File: src/rtl/tx_frame_serializer.sv
// Serial frame transmitter: preamble, SFD, header, payload and CRC-8, MSB-first on one line.
// Build with TX_FAULT_INJECT_EN defined to add tx_fault (inverts the first data bit of a frame).
module tx_frame_serializer #(
    parameter int unsigned MAX_BYTES     = 16,
    parameter int unsigned LEN_BITS      = 4,
    parameter int unsigned PREAMBLE_BITS = 16,
    parameter int unsigned BIT_DIV       = 1,
    parameter int unsigned IFG_BITS      = 12,
    parameter logic [7:0]  CRC_POLY      = 8'h07,
    parameter logic [7:0]  CRC_INIT      = 8'h00
) (
    input  logic                   clk,
    input  logic                   rst,
    input  logic                   tx_start,
    input  logic [7:0]             tx_header,
    input  logic [MAX_BYTES*8-1:0] tx_payload,
`ifdef TX_FAULT_INJECT_EN
    input  logic                   tx_fault,
`endif
    output logic                   tx_line,
    output logic                   tx_ready,
    output logic                   tx_busy,
    output logic                   tx_done,
    output logic                   tx_err
);

    localparam int unsigned PW        = MAX_BYTES * 8;
    localparam int unsigned NW        = LEN_BITS + 1;
    localparam logic [7:0]  SFD       = 8'hAB;
    localparam logic [15:0] BAUD_LAST = 16'(BIT_DIV - 1);
    localparam logic [7:0]  PRE_LAST  = 8'(PREAMBLE_BITS - 1);
    localparam logic [7:0]  IFG_LAST  = 8'(IFG_BITS - 1);

    typedef enum logic [2:0] {
        S_IDLE,
        S_PREAMBLE,
        S_SFD,
        S_HEADER,
        S_DATA,
        S_CRC,
        S_IFG
    } state_t;

    state_t          state;
    logic [15:0]     baud_cnt;
    logic [7:0]      bit_cnt;
    logic [8:0]      byte_cnt;
    logic [7:0]      hdr;
    logic [7:0]      osr;
    logic [PW-1:0]   shreg;
    logic [NW-1:0]   nbytes;
    logic [7:0]      crc;
    logic            data_bit;
`ifdef TX_FAULT_INJECT_EN
    logic            fault_q;
`endif

    logic [NW-1:0]   n_req;
    logic            len_bad;
    logic            bit_end;
    logic            last_bit;
    logic            crc_fb;
    logic [7:0]      crc_nx;

    // Request length decode, bit-period timing and the CRC step for the data bit on the line
    always_comb begin
        n_req    = NW'(tx_header[LEN_BITS-1:0]) + NW'(1);
        len_bad  = (32'(n_req) > MAX_BYTES);
        bit_end  = (baud_cnt == BAUD_LAST);
        crc_fb   = crc[7] ^ data_bit;
        crc_nx   = {crc[6:0], 1'b0} ^ (crc_fb ? CRC_POLY : 8'h00);
        last_bit = 1'b0;
        case (state)
            S_PREAMBLE: last_bit = (bit_cnt == PRE_LAST);
            S_SFD,
            S_HEADER,
            S_CRC:      last_bit = (bit_cnt == 8'd7);
            S_DATA:     last_bit = (bit_cnt == 8'd7) && (byte_cnt == 9'(nbytes) - 9'd1);
            S_IFG:      last_bit = (bit_cnt == IFG_LAST);
            default:    last_bit = 1'b0;
        endcase
    end

    // Frame sequencer; tx_line is loaded with the bit that the new state/counter value will carry
    always_ff @(posedge clk) begin
        if (rst) begin
            state    <= S_IDLE;
            baud_cnt <= 16'd0;
            bit_cnt  <= 8'd0;
            byte_cnt <= 9'd0;
            hdr      <= 8'd0;
            osr      <= 8'd0;
            shreg    <= '0;
            nbytes   <= '0;
            crc      <= CRC_INIT;
            data_bit <= 1'b0;
`ifdef TX_FAULT_INJECT_EN
            fault_q  <= 1'b0;
`endif
            tx_line  <= 1'b0;
            tx_ready <= 1'b1;
            tx_busy  <= 1'b0;
            tx_done  <= 1'b0;
            tx_err   <= 1'b0;
        end else begin
            tx_done <= 1'b0;
            tx_err  <= 1'b0;
            if (state == S_IDLE) begin
                if (tx_start) begin
                    if (len_bad) begin
                        tx_err <= 1'b1;
                    end else begin
                        state    <= S_PREAMBLE;
                        baud_cnt <= 16'd0;
                        bit_cnt  <= 8'd0;
                        byte_cnt <= 9'd0;
                        hdr      <= tx_header;
                        shreg    <= tx_payload;
                        nbytes   <= n_req;
                        crc      <= CRC_INIT;
`ifdef TX_FAULT_INJECT_EN
                        fault_q  <= tx_fault;
`endif
                        tx_line  <= 1'b1;
                        tx_ready <= 1'b0;
                        tx_busy  <= 1'b1;
                    end
                end
            end else if (!bit_end) begin
                baud_cnt <= baud_cnt + 16'd1;
            end else begin
                baud_cnt <= 16'd0;
                if (state == S_DATA) begin
                    crc <= crc_nx;
                end
                if (!last_bit) begin
                    bit_cnt <= bit_cnt + 8'd1;
                    case (state)
                        S_PREAMBLE: tx_line <= bit_cnt[0];
                        S_SFD,
                        S_HEADER,
                        S_CRC: begin
                            tx_line <= osr[7];
                            osr     <= {osr[6:0], 1'b0};
                        end
                        S_DATA: begin
                            tx_line  <= shreg[PW-1];
                            data_bit <= shreg[PW-1];
                            shreg    <= {shreg[PW-2:0], 1'b0};
                            if (bit_cnt == 8'd7) begin
                                bit_cnt  <= 8'd0;
                                byte_cnt <= byte_cnt + 9'd1;
                            end
                        end
                        default: tx_line <= 1'b0;
                    endcase
                end else begin
                    bit_cnt  <= 8'd0;
                    byte_cnt <= 9'd0;
                    case (state)
                        S_PREAMBLE: begin
                            state   <= S_SFD;
                            tx_line <= SFD[7];
                            osr     <= {SFD[6:0], 1'b0};
                        end
                        S_SFD: begin
                            state   <= S_HEADER;
                            tx_line <= hdr[7];
                            osr     <= {hdr[6:0], 1'b0};
                        end
                        S_HEADER: begin
                            state    <= S_DATA;
`ifdef TX_FAULT_INJECT_EN
                            tx_line  <= shreg[PW-1] ^ fault_q;
`else
                            tx_line  <= shreg[PW-1];
`endif
                            data_bit <= shreg[PW-1];
                            shreg    <= {shreg[PW-2:0], 1'b0};
                        end
                        S_DATA: begin
                            state   <= S_CRC;
                            tx_line <= crc_nx[7];
                            osr     <= {crc_nx[6:0], 1'b0};
                        end
                        S_CRC: begin
                            tx_done <= 1'b1;
                            tx_line <= 1'b0;
                            if (IFG_BITS != 0) begin
                                state <= S_IFG;
                            end else begin
                                state    <= S_IDLE;
                                tx_ready <= 1'b1;
                                tx_busy  <= 1'b0;
                            end
                        end
                        default: begin
                            state    <= S_IDLE;
                            tx_line  <= 1'b0;
                            tx_ready <= 1'b1;
                            tx_busy  <= 1'b0;
                        end
                    endcase
                end
            end
        end
    end

endmodule

File: config.mk
export PLATFORM = sky130hd
export DESIGN_NAME = tx_frame_serializer
export DESIGN_NICKNAME = d
export VERILOG_FILES = /design/src/rtl/tx_frame_serializer.sv
export SDC_FILE = /design/constraint.sdc
export NUM_CORES = 1
export LEC_CHECK = 0
export BUFFER_PORTS_ARGS = -buffer_cell sky130_fd_sc_hd__buf_2
export CORE_MARGIN = 5
export CORE_UTILIZATION = 62
export CTS_CLUSTER_DIAMETER = 120
export DETAILED_ROUTE_END_ITERATION = 12
export PLACE_DENSITY = 0.83
export SLEW_MARGIN = 15
export SYNTH_ARGS = -nofsm -noshare
export SYNTH_HDL_FRONTEND = slang
export SYNTH_SLANG_ARGS = --single-unit
export TNS_END_PERCENT = 100
File: constraint.sdc
create_clock -name clk -period 4.5 [get_ports clk]
set_input_delay 0.45 -clock clk [delete_from_list [all_inputs] [get_ports clk]]
set_output_delay 0.45 -clock clk [all_outputs]
set_load 0.1 [all_outputs]
==> results of run 1 <==
## state kept, by name (all words and copies together) (netlist names), 5 cells and up
| register | cells |
|---|---|
| baud_cnt | 16 |
| byte_cnt | 9 |
| shreg | 128 |
| nbytes | 5 |
| osr | 7 |
| bit_cnt | 8 |
| crc | 8 |
| hdr | 8 |
## area by class of cell
| class | count | area (sq um) | area share [%] |
|---|---|---|---|
| Antenna cell | 1 | 2.50 | 0.0238 |
| Clock buffer | 20 | 437 | 4.15 |
| Clock inverter | 12 | 123 | 1.16 |
| Inverter | 11 | 41.3 | 0.392 |
| Multi-Input combinational cell | 869 | 4880 | 46.4 |
| Sequential cell | 198 | 3960 | 37.7 |
| Tap cell | 188 | 235 | 2.23 |
| Timing Repair Buffer | 156 | 841 | 7.99 |
## how the worst max path moves through the flow
stage	endpoint	slack, ns	cells past startpoint
finish	shreg[52]	0.90	7
global placement	shreg[50]	1.19	7
global route	shreg[52]	0.61	7
detailed placement	shreg[51]	1.04	7
floorplan	osr[2]	2.15	8
CTS	shreg[97]	1.0	7
## synth_stat cells (6+ instances only)
library cell and number:
buf_2 19, a311oi_1 129, nand2_1 287, a21oi_1 23, a22oi_1 11, o211ai_1 7
nand4b_1 6, a31oi_1 11, buf_6 14, nand4_1 10, nor3_1 17, nor2_1 193
dfxtp_1 198, xnor2_1 18, inv_1 11, mux2i_1 13, xor2_1 9, nand2b_1 8
o21ai_0 9, clkbuf_1 60, a211oi_1 7, nand3_1 22, ha_1 6, and3_1 6
## cells by family after synthesis
logic type | Yosys count | share of synthesized area (%)
adders and majority gates | 6 | 0.799
xor gates and xnor gates | 27 | 2.52
muxes | 15 | 1.63
and+or+nand+nor | 595 | 27.7
buffers and inverters | 109 | 5.89
AOI/OAI and AO/OA | 226 | 19.3
DFF | 198 | 42.2
## worst max-delay path: stages, from the launching register on
cell,delay [ns]
dfxtp_1,0.78
nor2b_1,0.45
o211ai_1,0.31
o21bai_1,0.25
o211a_4,0.84
buf_4,0.41
nor2_1,0.07
a311oi_1,0.28
## per-layer routing
layer / track usage, % / vias to the layer above / share of wire (%)
li1: - / 4312 / -
met1: 33.4 / 3983 / 46
met2: 38.3 / 224 / 47
met3: 5.32 / 31 / 5.6
met4: 7.16 / 0 / 1.6
met5: 0 / - / 0
## report_power, final
part           switching (mW)  internal [mW]  leakage (nW)  total [mW]
Sequential              0.402           2.43          1.63        2.84
Clock                   0.686          0.773         0.264        1.46
Combinational            2.09           1.08          2.11        3.17
==> flow_summary_export.csv, run 1 <==
group,metric,value,unit
place,dp_slack,1.04,ns
critical_path,r2r-end,"shreg[52]",
sta,fin_skew,0.0104,ns
global_routing,grt_pass1_vias,7841,
detailed_routing,route.vias.total,8550,
place,place_congestion,0.892,
critical_path,cp.required,4.83,ns
sta,period_needed,3.60,ns
cells_and_area,drive_gt1_share,16.6,%
worst_hold_path,min_to,"hdr[6]",
logic_synthesis,synth_seq_cells,198,
floorplanning,chipHeight,133,microns
detailed_routing,drt-total-wl,21600,microns
clock_tree,root_buffer,"clkbuf_16",
worst_hold_path,min_path_type,"input port to register",
logic_synthesis,syn_nets,1321,
clock_tree,clk_path_buf_depth,2,
sta,drv_slew,0,
cells_and_area,fin_cells,1455,
critical_path,reg2reg_slack,0.90,ns
cells_and_area,post-route-cell-area,0.0105,sq mm
critical_path,endpoint_kind,"register",
cells_and_area,final_core_utilization,70.0,%
clock_tree,clock_latency,0.43,ns
place,placed_area,0.00997,sq mm
cells_and_area,layout_commonest_cell,"nand2_1",
critical_path,startpoint_type,"register",
global_routing,grt_pass1_wl,36500,microns
global_routing,grt_start_max_net_pins,107,
floorplanning,die_w,133,microns
floorplanning,pin_count,144,
logic_synthesis,synthCells,1176,
sta,setup_viol,0,
logic_synthesis,synth_cell_type_count,65,
floorplanning,coreArea,0.0150,sq mm
critical_path,startpoint,"state[1]",
logic_synthesis,yosysWarningCount,0,
logic_synthesis,yosys_most_used_dff,"dfxtp_1",
global_routing,grt.total_usage,24.3,%
detailed_routing,first_pass_iters,6,
worst_hold_path,hold_depth,3,
cells_and_area,area_growth,12.1,%
sta,worstMarginPinSlew,1.09,ns
critical_path,critPathMaxFanout,103,
place,placed_cells,1422,
clock_tree,path_clk_slew,0.07,ns
clock_tree,cts.sinks,198,
sta,grt_setup_unrepaired,"false",
clock_tree,cts_tree,"done",
pwr,p_per_area,709,mW/mm^2
logic_synthesis,syn_area_per_cell,7.99,sq um
outcome,status,"finished clean",
critical_path,rr_startpoint,"state[1]",
logic_synthesis,synthArstFlopShare,0,%
logic_synthesis,netlist_top_cells_area,"dfxtp_1 (42%), a311oi_1 (12%), nand2_1 (11%)",
critical_path,crit_type,"register to register",
logic_synthesis,synth_top_area_share,42.2,%
worst_hold_path,min_from,"tx_header[6]",
logic_synthesis,yosysTopAreaCell,"dfxtp_1",
place,dp_hpwl,14200,microns
critical_path,critical_path_arrival,3.93,ns
clock_tree,htreeDepth,4,
logic_synthesis,synth_edf_count,0,
detailed_routing,wl_per_cell,14.9,microns
critical_path,r2r_cells,7,
place,port_buffers,143,
clock_tree,post_cts_buffers,0,
floorplanning,fp-row-count,45,
floorplanning,initial_utilization,62.5,%
cells_and_area,n_fill_cell,1225,
pwr,power.total,7.46,mW
clock_tree,ctsHoldBuffers,0,
sta,timing.fmax,0.278,GHz
detailed_routing,viasPerCell,5.88,
pwr,irDropWorstVdd,0.541,mV
clock_tree,cts-resized-gates,0,
floorplanning,dieArea,0.0177,sq mm
sta,fin_crit_sh,80.0,%
detailed_routing,first_iter_violations,731,
sta,slew_headroom,27.1,%
sta,fin_tns_setup,0,ns
cells_and_area,final_cell_mix,"nand2_1 (287), dfxtp_1 (198), nor2_1 (193)",
pwr,leakage,4.00,nW
clock_tree,cts_buffers,17,
sta,whs,0.244,ns
global_routing,grt_overflow_total,0,
sta,setup_ws,0.902,ns
detailed_routing,drcViolationCount,0,
logic_synthesis,ys_seq_area_share,42.2,%
logic_synthesis,synth_area,0.00939,sq mm
run,cap_violations,0,
global_routing,antenna_found_initial,1,
cells_and_area,fin_nets,1398,
detailed_routing,ant_nets,0,
sta,timing_hold_violations_final,0,
(Power assumes the default switching activity.)
==> inputs of run 2 (changes only) <==
CORE_UTILIZATION = 52   (was 62)
PLACE_DENSITY = 0.74   (was 0.83)
clock period = 3.3 ns   (was 4.5 ns; I/O delays follow)
==> flow_summary_export.csv, run 2 (synthesis results as in run 1) <==
group,metric,value,unit
cells_and_area,largest_reg_flops,128,
sta,worstMarginPinSlew,0.802,ns
critical_path,cp_top_family,"compound AO/OA/AOI/OAI gates",
detailed_routing,ant_nets,0,
cells_and_area,ff_latch_area,0.00396,sq mm
critical_path,cp.depth,7,
pwr,leakage,4.03,nW
cells_and_area,reg_top3,"shreg (128), baud_cnt (16), byte_cnt (9)",
clock_tree,root_buffer,"clkbuf_16",
clock_tree,post_cts_buffers,0,
cells_and_area,area_growth,13.1,%
pwr,irDropWorstVdd,0.776,mV
floorplanning,die_w,144,microns
sta,timing_hold_violations_final,0,
sta,fin_skew,0.00756,ns
outcome,status,"finished clean",
run,cap_violations,0,
clock_tree,clock_latency,0.43,ns
cells_and_area,fin_nets,1402,
detailed_routing,first_iter_violations,616,
global_routing,grt_pass1_vias,7597,
clock_tree,path_clk_slew,0.07,ns
global_routing,grt_overflow_total,0,
global_routing,grt.total_usage,20.9,%
sta,fin_tns_setup,0,ns
detailed_routing,drcViolationCount,0,
cells_and_area,drive_gt1_share,16.9,%
sta,drv_slew,0,
cells_and_area,n_fill_cell,1622,
clock_tree,cts_buffers,17,
critical_path,r2r-end,"shreg[107]",
critical_path,path_cells,"nor2b_1, o211ai_1, o21bai_1, o211a_4, buf_12, nor2_1, a311oi_1",
floorplanning,dieArea,0.0208,sq mm
detailed_routing,wl_per_cell,14.6,microns
detailed_routing,route.vias.total,8443,
clock_tree,clk_path_buf_depth,2,
sta,setup_viol,0,
floorplanning,fp-row-count,49,
sta,slew_headroom,46.3,%
critical_path,r2r_cells,7,
critical_path,critPathMaxFanout,59,
cells_and_area,largest_register,"shreg",
critical_path,cp.required,3.62,ns
detailed_routing,drt-total-wl,21800,microns
clock_tree,htreeDepth,4,
cells_and_area,multiInputGateArea,0.00488,sq mm
floorplanning,pin_count,144,
clock_tree,cts.sinks,198,
clock_tree,cts-resized-gates,0,
sta,period_needed,2.94,ns
clock_tree,ctsHoldBuffers,0,
detailed_routing,first_pass_iters,5,
critical_path,startpoint,"state[1]",
sta,fin_crit_sh,89.2,%
place,dp_hpwl,14700,microns
critical_path,crit_type,"register to register",
critical_path,crit_end,"shreg[107]",
cells_and_area,layout_commonest_cell,"nand2_1",
floorplanning,chipHeight,144,microns
global_routing,grt_start_max_net_pins,87,
global_routing,grt_pass1_wl,36300,microns
pwr,power.total,10.1,mW
critical_path,critical_path_arrival,3.26,ns
place,place_congestion,0.898,
sta,setup_ws,0.358,ns
floorplanning,initial_utilization,52.5,%
critical_path,critPathMaxStageDelay,0.81,ns
critical_path,rr_startpoint,"state[1]",
global_routing,antenna_found_initial,1,
clock_tree,cts_tree,"done",
cells_and_area,final_core_utilization,59.3,%
worst_hold_path,min_path_type,"input port to register",
critical_path,crit_path_top_delay_cell,"dfxtp_1",
floorplanning,coreArea,0.0179,sq mm
cells_and_area,final_cell_mix,"nand2_1 (287), dfxtp_1 (198), nor2_1 (193)",
detailed_routing,viasPerCell,5.63,
critical_path,startpoint_type,"register",
critical_path,endpoint_kind,"register",
pwr,p_per_area,955,mW/mm^2
place,dp_slack,0.433,ns
critical_path,reg2reg_slack,0.36,ns
sta,timing.fmax,0.340,GHz
critical_path,path_buf_inv,1,
place,port_buffers,143,
sta,grt_setup_unrepaired,"false",
run 2: cell count changes in the layout (fill, tap and decap cells not counted), sizes merged:
| cell | previous run | this run |
|---|---|---|
| buf | 156 | 160 |
| clkbuf | 20 | 22 |
| clkinv | 5 | 3 |
| bufinv | 1 | 0 |
run 2: worst min-delay path by stage:
stage               cells past startpoint           start  slack, ns   endpoint
global route                            3  tx_payload[88]       0.15  shreg[88]
finish                                  3    tx_header[7]       0.13     hdr[7]
floorplan                               2          crc[1]       0.44     crc[1]
global placement                        2          crc[1]       0.45     crc[1]
CTS                                     3    tx_header[7]       0.12     hdr[7]
detailed placement                      2          crc[1]       0.46     crc[1]
run 2: layer usage:
metal,routed length (microns),track usage [%],vias up
li1,-,-,4322
met1,10300,30.3,3906
met2,10000,30.8,185
met3,1130,5.03,30
met4,374,6.53,0
met5,0,0,-
run 2: final cells by class:
| class | instances | share of cell area, % |
|---|---|---|
| antenna | 1 | 0.0236 |
| clock buffer | 22 | 4.56 |
| clock inverter | 9 | 0.636 |
| inverter | 11 | 0.389 |
| multi-input combinational | 869 | 46.0 |
| sequential | 198 | 37.3 |
| tap | 229 | 2.70 |
| timing repair buffer | 160 | 8.35 |
run 2: worst min-delay path, delay by kind of cell:
kind,cells,cell delay [ns]
buffers and inverters,1,0.07
multiplexers,1,0.05
AND/OR/NAND/NOR,1,0.07
run 2: power by group:
part | total [mW] | switching (mW) | internal (mW)
Sequential | 3.84 | 0.521 | 3.32
Clock | 1.95 | 0.906 | 1.05
Combinational | 4.35 | 2.86 | 1.49
Total | 10.1 | 4.28 | 5.86
run 2: metrics by stage:
stage / std cells / area (sq um) / hold WS (ns)
after floorplan: 1176 / 9390 / 0.444
after global placement: 1467 / 10100 / 0.455
after detailed placement: 1467 / 10100 / 0.463
after CTS: 1498 / 10600 / 0.123
after global routing: 1499 / 10600 / 0.150
final: 1499 / 10600 / 0.135
==> inputs of run 3 (changes only) <==
REMOVE_ABC_BUFFERS = 1   (was unset)
==> flow_summary_export.csv, run 3 (synthesis results as in run 1) <==
group,metric,value,unit
detailed_routing,first_pass_iters,5,
sta,whs,0.127,ns
pwr,p_per_area,971,mW/mm^2
floorplanning,chipHeight,144,microns
cells_and_area,n_fill_cell,1612,
floorplanning,initial_utilization,52.5,%
cells_and_area,largest_register,"shreg",
clock_tree,clock_latency,0.44,ns
clock_tree,post_cts_buffers,0,
critical_path,cp.required,3.66,ns
clock_tree,htreeDepth,4,
pwr,seqPwrFrac,37.0,%
sta,drv_slew,0,
sta,setup_ws,0.443,ns
clock_tree,clk_path_buf_depth,2,
sta,worstMarginPinSlew,0.894,ns
sta,setup_viol,0,
global_routing,grt_start_max_net_pins,135,
detailed_routing,route.vias.total,8478,
floorplanning,pin_count,144,
pwr,irDropWorstVdd,0.965,mV
pwr,switchingPower,4.39,mW
pwr,p_clk_share,21.1,%
critical_path,critPathMaxFanout,21,
pwr,leakage,4.06,nW
detailed_routing,drt-total-wl,22100,microns
sta,grt_setup_unrepaired,"false",
pwr,p_comb_share,41.9,%
pwr,intPower,5.99,mW
sta,fin_skew,0.0153,ns
cells_and_area,fin_nets,1400,
global_routing,grt_pass1_vias,7524,
detailed_routing,ant_nets,0,
sta,slew_headroom,40.4,%
detailed_routing,wl_per_cell,14.7,microns
clock_tree,root_buffer,"clkbuf_16",
global_routing,grt_pass1_wl,36300,microns
clock_tree,ctsHoldBuffers,0,
cells_and_area,largest_reg_flops,128,
clock_tree,cts.sinks,198,
run,cap_violations,0,
cells_and_area,multiInputGateArea,0.00488,sq mm
critical_path,crit_type,"register to register",
floorplanning,fp-row-count,49,
cells_and_area,reg_top3,"shreg (128), baud_cnt (16), byte_cnt (9)",
floorplanning,dieArea,0.0208,sq mm
global_routing,grt.total_usage,21.0,%
detailed_routing,first_iter_violations,706,
cells_and_area,antenna_cells,0,
global_routing,grt_overflow_total,0,
critical_path,critical_path_arrival,3.22,ns
cells_and_area,final_cell_mix,"nand2_1 (287), dfxtp_1 (198), nor2_1 (193)",
pwr,power.total,10.4,mW
pwr,p_sw_share,42.3,%
sta,timing_hold_violations_final,0,
place,placed_area,0.0101,sq mm
critical_path,startpoint_type,"register",
floorplanning,die_w,144,microns
critical_path,endpoint_kind,"register",
cells_and_area,layout_commonest_cell,"nand2_1",
detailed_routing,drcViolationCount,0,
floorplanning,coreArea,0.0179,sq mm
place,port_buffers,143,
sta,fin_crit_sh,86.6,%
cells_and_area,fin_cells,1497,
global_routing,antenna_found_initial,0,
sta,timing.fmax,0.350,GHz
outcome,status,"finished clean",
clock_tree,cts_tree,"done",
cells_and_area,area_growth,13.9,%
clock_tree,cts-resized-gates,0,
place,place_congestion,0.880,
worst_hold_path,min_path_type,"input port to register",
place,dp_hpwl,14400,microns
cells_and_area,ff_latch_area,0.00396,sq mm
place,placed_cells,1465,
cells_and_area,post-route-cell-area,0.0107,sq mm
sta,period_needed,2.86,ns
place,dp_slack,0.526,ns
detailed_routing,viasPerCell,5.66,
clock_tree,path_clk_slew,0.07,ns
cells_and_area,drive_gt1_share,17.0,%
clock_tree,cts_buffers,17,
## run 3: area by class of cell
type                            count  share of cell area [%]
Tap cell                          229                    2.68
Inverter                           11                   0.386
Clock inverter                     13                    1.71
Multi-Input combinational cell    869                    45.7
Sequential cell                   198                    37.1
Clock buffer                       19                    4.23
Timing Repair Buffer              158                    8.27
## run 3: path summary, 6_finish.rpt
path	start	to	slack [ns]	cells past startpoint
max	bit_cnt[0]	state[1]	0.44	7
min	tx_header[6]	hdr[6]	0.13	3
max reg2reg	bit_cnt[0]	state[1]	0.44	7
min reg2reg	shreg[0]	shreg[0]	0.48	2
## run 3: metrics by stage
stage	setup TNS [ns]	util, %
6_report	0	59.7
4_1_cts	0	59.7
5_1_grt	0	59.7
3_5_place_dp	0	56.2
3_3_place_gp	0	56.2
2_1_floorplan	-745.41	-
## run 3: routing by layer
layer  global-route usage, %  vias up  part of all wire [%]
li1                        -     4317                     -
met1                    30.1     3923                    47
met2                    32.1      209                    46
met3                    4.20       29                   5.3
met4                    6.48        0                   1.5
met5                       0        -                     0
## run 3: power groups by stage
stage,Sequential [mW],Clock (mW),Combinational (mW)
after detailed placement,3.88,0,4.37
after floorplan,3.56,0,2.31
after global routing,3.94,2.34,4.96
after CTS,3.83,2.23,4.38
after global placement,3.86,0,4.26
final,3.84,2.19,4.36
## run 3: critical path, cell delays in order (launching register included)
cell	delay (ns)
dfxtp_1	0.43
ha_1	0.28
nor3b_2	0.31
and3_1	0.45
o2111ai_4	0.21
o211a_2	0.44
or4b_1	0.51
a21oi_1	0.15
